--- src/rtl/stream_hmedian3_if.sv ---
// Avalon-ST style video stream bundle: data/valid/ready plus packet framing.
// The master drives data, valid, sop and eop; the slave drives ready.
interface stream_hmedian3_if;
   logic [23:0] data;
   logic        valid;
   logic        ready;
   logic        sop;
   logic        eop;

   modport master (output data, output valid, output sop, output eop, input ready);
   modport slave  (input data, input valid, input sop, input eop, output ready);
endinterface

--- src/rtl/stream_hmedian3.sv ---
// 3-tap horizontal median on 24-bit RGB video, per 8-bit channel, edges replicated.
// Headers and non-video packets pass through with one cycle of latency.
module stream_hmedian3 #(
   parameter logic [10:0] IMAGE_W    = 11'd640,
   parameter bit          MED_BYPASS = 1'b0
) (
   input  logic                     clk,
   input  logic                     reset,
   input  logic                     enable,
   stream_hmedian3_if.slave         sink,
   stream_hmedian3_if.master        source,
   output logic [1:0]               o_dbg_state
);

   // Handshake: a word moves on either side only in a cycle where valid & ready are
   // both high at the rising edge. source_valid/data/sop/eop are registered and stay
   // stable while source_valid & ~source_ready. sink_ready is low during FLUSH, and
   // also low for one cycle when a sop shows up while a pixel is still held.
   typedef enum logic [1:0] {
      ST_IDLE  = 2'd0,
      ST_HOLD1 = 2'd1,
      ST_HOLD2 = 2'd2,
      ST_FLUSH = 2'd3
   } state_t;

   state_t      r_state;
   logic        r_video;
   logic [10:0] r_x;
   logic [23:0] r_cur;
   logic [23:0] r_prev;
   logic        r_cur_eop;
   logic [23:0] r_out_data;
   logic        r_out_valid;
   logic        r_out_sop;
   logic        r_out_eop;

   logic        w_load_ok;
   logic        w_holding;
   logic        w_sop_break;
   logic        w_sink_ready;
   logic        w_accept;
   logic        w_last;
   logic        w_filter_on;
   logic [10:0] w_x_next;
   logic [23:0] w_med;
   logic [23:0] w_hold2_out;

   function automatic logic [7:0] med3(input logic [7:0] a, input logic [7:0] b,
                                       input logic [7:0] c);
      logic [7:0] lo_ab;
      logic [7:0] hi_ab;
      logic [7:0] lo_hc;
      lo_ab = (a < b) ? a : b;
      hi_ab = (a < b) ? b : a;
      lo_hc = (hi_ab < c) ? hi_ab : c;
      return (lo_ab > lo_hc) ? lo_ab : lo_hc;
   endfunction

   assign w_load_ok    = ~r_out_valid | source.ready;
   assign w_holding    = (r_state == ST_HOLD1) | (r_state == ST_HOLD2);
   assign w_sop_break  = w_holding & sink.valid & sink.sop;
   assign w_sink_ready = w_load_ok & (r_state != ST_FLUSH) & ~w_sop_break;
   assign w_accept     = sink.valid & w_sink_ready;
   assign w_last       = (r_x == IMAGE_W - 11'd1) | sink.eop;
   assign w_x_next     = (r_x == IMAGE_W - 11'd1) ? 11'd0 : r_x + 11'd1;
   assign w_filter_on  = enable & ~MED_BYPASS;

   assign w_med = {med3(r_prev[23:16], r_cur[23:16], sink.data[23:16]),
                   med3(r_prev[15:8],  r_cur[15:8],  sink.data[15:8]),
                   med3(r_prev[7:0],   r_cur[7:0],   sink.data[7:0])};
   assign w_hold2_out = w_filter_on ? w_med : r_cur;

   assign sink.ready    = w_sink_ready;
   assign source.data   = r_out_data;
   assign source.valid  = r_out_valid;
   assign source.sop    = r_out_sop;
   assign source.eop    = r_out_eop;
   assign o_dbg_state   = r_state;

   always_ff @(posedge clk) begin
      if (reset) begin
         r_state     <= ST_IDLE;
         r_video     <= 1'b0;
         r_x         <= 11'd0;
         r_cur       <= 24'd0;
         r_prev      <= 24'd0;
         r_cur_eop   <= 1'b0;
         r_out_data  <= 24'd0;
         r_out_valid <= 1'b0;
         r_out_sop   <= 1'b0;
         r_out_eop   <= 1'b0;
      end else if (w_load_ok) begin
         r_out_valid <= 1'b0;
         r_out_sop   <= 1'b0;
         r_out_eop   <= 1'b0;
         case (r_state)
            ST_IDLE: begin
               if (w_accept) begin
                  if (sink.sop) begin
                     r_out_valid <= 1'b1;
                     r_out_data  <= sink.data;
                     r_out_sop   <= 1'b1;
                     r_out_eop   <= sink.eop;
                     r_video     <= (sink.data[3:0] == 4'h0) & ~sink.eop;
                     r_x         <= 11'd0;
                  end else if (r_video) begin
                     // First pixel of a row is held until its right neighbour arrives.
                     r_cur     <= sink.data;
                     r_cur_eop <= sink.eop;
                     r_x       <= w_x_next;
                     r_state   <= w_last ? ST_FLUSH : ST_HOLD1;
                  end else begin
                     r_out_valid <= 1'b1;
                     r_out_data  <= sink.data;
                     r_out_eop   <= sink.eop;
                  end
               end
            end
            ST_HOLD1, ST_HOLD2: begin
               if (w_sop_break) begin
                  r_out_valid <= 1'b1;
                  r_out_data  <= r_cur;
                  r_x         <= 11'd0;
                  r_state     <= ST_IDLE;
               end else if (w_accept) begin
                  r_out_valid <= 1'b1;
                  r_out_data  <= (r_state == ST_HOLD1) ? r_cur : w_hold2_out;
                  r_prev      <= r_cur;
                  r_cur       <= sink.data;
                  r_cur_eop   <= sink.eop;
                  r_x         <= w_x_next;
                  r_state     <= w_last ? ST_FLUSH : ST_HOLD2;
               end
            end
            ST_FLUSH: begin
               // Right edge replicates, so the held pixel goes out unchanged.
               r_out_valid <= 1'b1;
               r_out_data  <= r_cur;
               r_out_eop   <= r_cur_eop;
               r_x         <= 11'd0;
               r_state     <= ST_IDLE;
               if (r_cur_eop) begin
                  r_video <= 1'b0;
               end
            end
            default: r_state <= ST_IDLE;
         endcase
      end
   end

endmodule
--- src/flat_wrapper.sv ---
// flat-port wrapper written by rule: the top's interface ports become plain ports
module stream_hmedian3_flat 
#(
   parameter logic [10:0] IMAGE_W    = 11'd640,
   parameter bit          MED_BYPASS = 1'b0
)
  (clk, reset, enable, o_dbg_state, sink_data, sink_valid, sink_sop, sink_eop, sink_ready, source_data, source_valid, source_sop, source_eop, source_ready);
  stream_hmedian3_if sink_i ();
  stream_hmedian3_if source_i ();
  input  logic clk;
  input  logic reset;
  input  logic enable;
  output logic [1:0] o_dbg_state;
  input wire logic [$bits(sink_i.data)-1:0] sink_data;
  input wire logic [$bits(sink_i.valid)-1:0] sink_valid;
  input wire logic [$bits(sink_i.sop)-1:0] sink_sop;
  input wire logic [$bits(sink_i.eop)-1:0] sink_eop;
  output wire logic [$bits(sink_i.ready)-1:0] sink_ready;
  output wire logic [$bits(source_i.data)-1:0] source_data;
  output wire logic [$bits(source_i.valid)-1:0] source_valid;
  output wire logic [$bits(source_i.sop)-1:0] source_sop;
  output wire logic [$bits(source_i.eop)-1:0] source_eop;
  input wire logic [$bits(source_i.ready)-1:0] source_ready;
  assign sink_i.data = sink_data;
  assign sink_i.valid = sink_valid;
  assign sink_i.sop = sink_sop;
  assign sink_i.eop = sink_eop;
  assign sink_ready = sink_i.ready;
  assign source_data = source_i.data;
  assign source_valid = source_i.valid;
  assign source_sop = source_i.sop;
  assign source_eop = source_i.eop;
  assign source_i.ready = source_ready;
  stream_hmedian3 #(.IMAGE_W(IMAGE_W), .MED_BYPASS(MED_BYPASS)) u_core (.clk(clk), .reset(reset), .enable(enable), .sink(sink_i), .source(source_i), .o_dbg_state(o_dbg_state));
endmodule
--- config.mk ---
export PLATFORM = sky130hd
export DESIGN_NAME = stream_hmedian3_flat
export DESIGN_NICKNAME = d
export VERILOG_FILES = /design/src/rtl/stream_hmedian3_if.sv /design/src/rtl/stream_hmedian3.sv /design/src/flat_wrapper.sv
export SDC_FILE = /design/constraint.sdc
export NUM_CORES = 1
export LEC_CHECK = 0
export BUFFER_PORTS_ARGS = -buffer_cell sky130_fd_sc_hd__buf_2
export CAP_MARGIN = 20
export CORE_MARGIN = 5
export CORE_UTILIZATION = 50
export CTS_BUF_LIST = sky130_fd_sc_hd__clkbuf_16
export CTS_CLUSTER_DIAMETER = 120
export DETAILED_ROUTE_END_ITERATION = 8
export MAX_ROUTING_LAYER = met4
export PLACE_DENSITY = 0.79
export SYNTH_ARGS = -nofsm -noshare
export SYNTH_HDL_FRONTEND = slang
export SYNTH_SLANG_ARGS = --single-unit
--- constraint.sdc ---
create_clock -name clk -period 7.47 [get_ports clk]
set_input_delay 0.747 -clock clk [delete_from_list [all_inputs] [get_ports clk]]
set_output_delay 0.747 -clock clk [all_outputs]
set_load 0.02 [all_outputs]
==> metrics <==
run status finished clean; drt first pass iters 5; gr usage total 0.244; share of layout cells above drive strength 1 0.140; crit path time final 6060 ps; leading area contributor after synthesis dfxtp_1; Buffers on Ports 60; Post-Synthesis Cell Area roughly 0.0073 mm2; Fin. Hold Viols 0; Num CTS Buffers 9; Post-Place Cells 1,135; worst r2r path cells 21; HP Class reg2reg; Vias 7,091; worst reg2reg setup slack around 1400 ps; clk slew on worst S/H paths 70 ps; nets 1,064; Final HPWL DP 14,000 um; clock share of power 0.401; fin cells 1,152; grt ovf 0; Arr. time, crit path 6350 ps; min setup slack post-route ~1400 ps; power share of the combinational group 0.137; final WL 19,800 um; # setup viols final 0; CTS root buffer clkbuf_16; Lkg Pwr around 3.5 nW; initial core utilization 0.507; Critical path origin u_core.r_cur[23]$_SDFFE_PP0P_; # hold bufs at CTS 0; Crit Path Max Fanout 21; Pint 0.774 mW; Die Height 131 um; Startpoint Class flip-flop; Finished Core Util 0.551; ys flop type dfxtp_1; Synth Instances between 900 and 1,000; chip width roughly 130 um; H-tree lvl count 3; max cap viols 0; Die Area 0.0172 mm2; later-pin clock latency in the skew report 360 ps; clock skew ~9.6 ps; Area contributors post-synth dfxtp_1 (25%), ha_1 (12%), nor2_1 (6.6%); largest net degree at the start of global routing 70; Fin Setup TNS 0 ps; DR WL/cell 17.2 um; CTS tree done; routability cong. 0.964; unrepaired setup endpoints after global routing false; synthesized flop and latch total 90; Site Rows 44; CTS Sinks 90; Tot Pwr around 1.1 mW; Net Switching 0.315 mW; crit path to u_core.source.data[16]$_SDFFE_PP0P_; ANT cells 0; CP required between 7000 and 8000 ps; post_cts resized 0; top-count cell post-synth nor2_1; Post-Syn Area per Cell 7.83 um2; drc violations 0; Place WS 1450 ps; Unique masters post-synth 59; async set or reset register ratio after synthesis 0; Critical Path Sink Type flip-flop; switching share of power 0.289; initial antenna violation count 0; Max VDD drop 0.108 mV; crit share post-route 0.812; Synth top cells by count nor2_1 (128), a21oi_1 (93), dfxtp_1 (90); Post-CTS Setup Inserts 0; CTS max path bufs 2; vias per inst 6.16; io pins 61; vias in the first global route just under 7,000; post-synth net total 1,036; Worst-Margin Slew 1010 ps; P&R area growth vs syn 8.58%; Yosys warning count 0; DRT antenna net count 0; R2R Path End u_core.source.data[16]$_SDFFE_PP0P_; DR iter-0 viols 568; Slew HR 0.329; sequential-to-total area share from yosys stat 0.246; reg2reg start u_core.r_cur[23]$_SDFFE_PP0P_; area fraction of the dominant cell type after synthesis 0.246; max-slew violation count 0; Reg power frac 0.462; CP Class reg2reg; Core ar. between 0.01 and 0.015 mm2; first-pass GRT wire length 32,900 um; FMAX 0.165 GHz; Post-synth EDFFs 0; pwr dens 137 mW/mm2
==> power groups by stage <==
stage | Sequential, mW | Clock [mW] | Combinational, mW
CTS | 0.503 | 0.446 | 0.148
global placement | 0.513 | 0 | 0.146
global route | 0.504 | 0.462 | 0.163
detailed placement | 0.514 | 0 | 0.148
floorplan | 0.527 | 0 | 0.0882
finish | 0.503 | 0.437 | 0.150
==> how the worst min path moves through the flow <==
stage / startpoint / endpoint / slack (ps) / depth (start not counted)
after floorplan: u_core.r_x[1]$_SDFFE_PP0P_ / u_core.r_x[1]$_SDFFE_PP0P_ / 460 / 2
after global placement: u_core.r_x[1]$_SDFFE_PP0P_ / u_core.r_x[1]$_SDFFE_PP0P_ / 480 / 2
after detailed placement: u_core.source.sop$_SDFFE_PP0N_ / u_core.source.sop$_SDFFE_PP0N_ / 490 / 2
after CTS: u_core.source.sop$_SDFFE_PP0N_ / u_core.source.sop$_SDFFE_PP0N_ / 500 / 2
after global routing: u_core.source.sop$_SDFFE_PP0N_ / u_core.source.sop$_SDFFE_PP0N_ / 520 / 2
final: u_core.source.sop$_SDFFE_PP0N_ / u_core.source.sop$_SDFFE_PP0N_ / 500 / 2
==> state kept, by name, indices dropped and copies added, names as in the netlist <==
name / count
u_core.r_video: 1
u_core.o_dbg_state: 2
u_core.r_cur_eop: 1
u_core.r_cur: 24
u_core.source.eop: 1
u_core.source.sop: 1
u_core.source.data: 24
u_core.r_x: 11
u_core.r_prev: 24
u_core.source.valid: 1
==> worst max-delay path, stage by stage, from the launching register on <==
cell       delay (ps)
dfxtp_1           450
inv_1              90
ha_1              310
and3_1            230
a221o_1           350
a21oi_4           350
mux2i_1           330
inv_1              80
ha_1              290
a211o_1           340
a2111oi_1         380
nand2b_1          150
o211ai_2          660
nand2_1           120
o21ai_0           100
ha_1              270
and3_1            180
a211oi_1          280
nand4b_1          120
and3_1            380
a221o_1           400
o22ai_1           100
==> through the flow <==
stage,hold slack [ps],area [um2]
final,501,7950
after global routing,519,7950
after CTS,502,7940
after detailed placement,492,7660
after global placement,477,7660
after floorplan,462,7320
==> layer usage <==
layer,track usage,routed length [um],vias up
li1,-,-,3475
met2,0.380,9070,256
met5,-,0,-
met4,0.106,557,0
met1,0.318,9040,3315
met3,0.0321,1140,45
==> cell families after synthesis <==
kind of cell / count (synthesis) / share of synthesized area
AND/OR/NAND/NOR: 279 / 0.170
adder cells (fa/ha/maj): 70 / 0.120
multiplexers: 59 / 0.0868
buffers and inverters: 124 / 0.0706
AO/OA/AOI/OAI: 304 / 0.296
flip-flops: 90 / 0.246
XOR/XNOR: 9 / 0.0108
==> cell type report <==
type | count | area, um2
clock inverter | 7 | 52.6
tap | 184 | 230
sequential | 90 | 1800
clock buffer | 9 | 225
multi-input combinational | 721 | 5000
inverter | 73 | 274
timing repair buffer | 68 | 360
fill | 1340 | 6480
==> cells in the final DEF (no fill, tap or decap), types with 5 or more instances in the layout <==
cell type,instances
mux2_2,36
nand4_1,5
nand3_1,21
and3_1,8
o22ai_1,9
buf_4,8
o21a_1,24
ha_1,69
inv_1,73
a221o_1,33
dfxtp_1,90
and2_1,12
buf_2,60
a32oi_1,8
xnor2_1,7
a211o_1,7
nor2_1,128
a21oi_1,93
a221oi_1,12
o21bai_1,12
clkbuf_16,9
a22oi_1,8
o211ai_1,17
o21ai_0,24
a21o_1,17
nand2_1,65
nor3_1,18
a211oi_1,10
o2111ai_1,10
nor2b_1,7
mux2i_1,23
No activity file was read; power rests on OpenSTA's default activity.
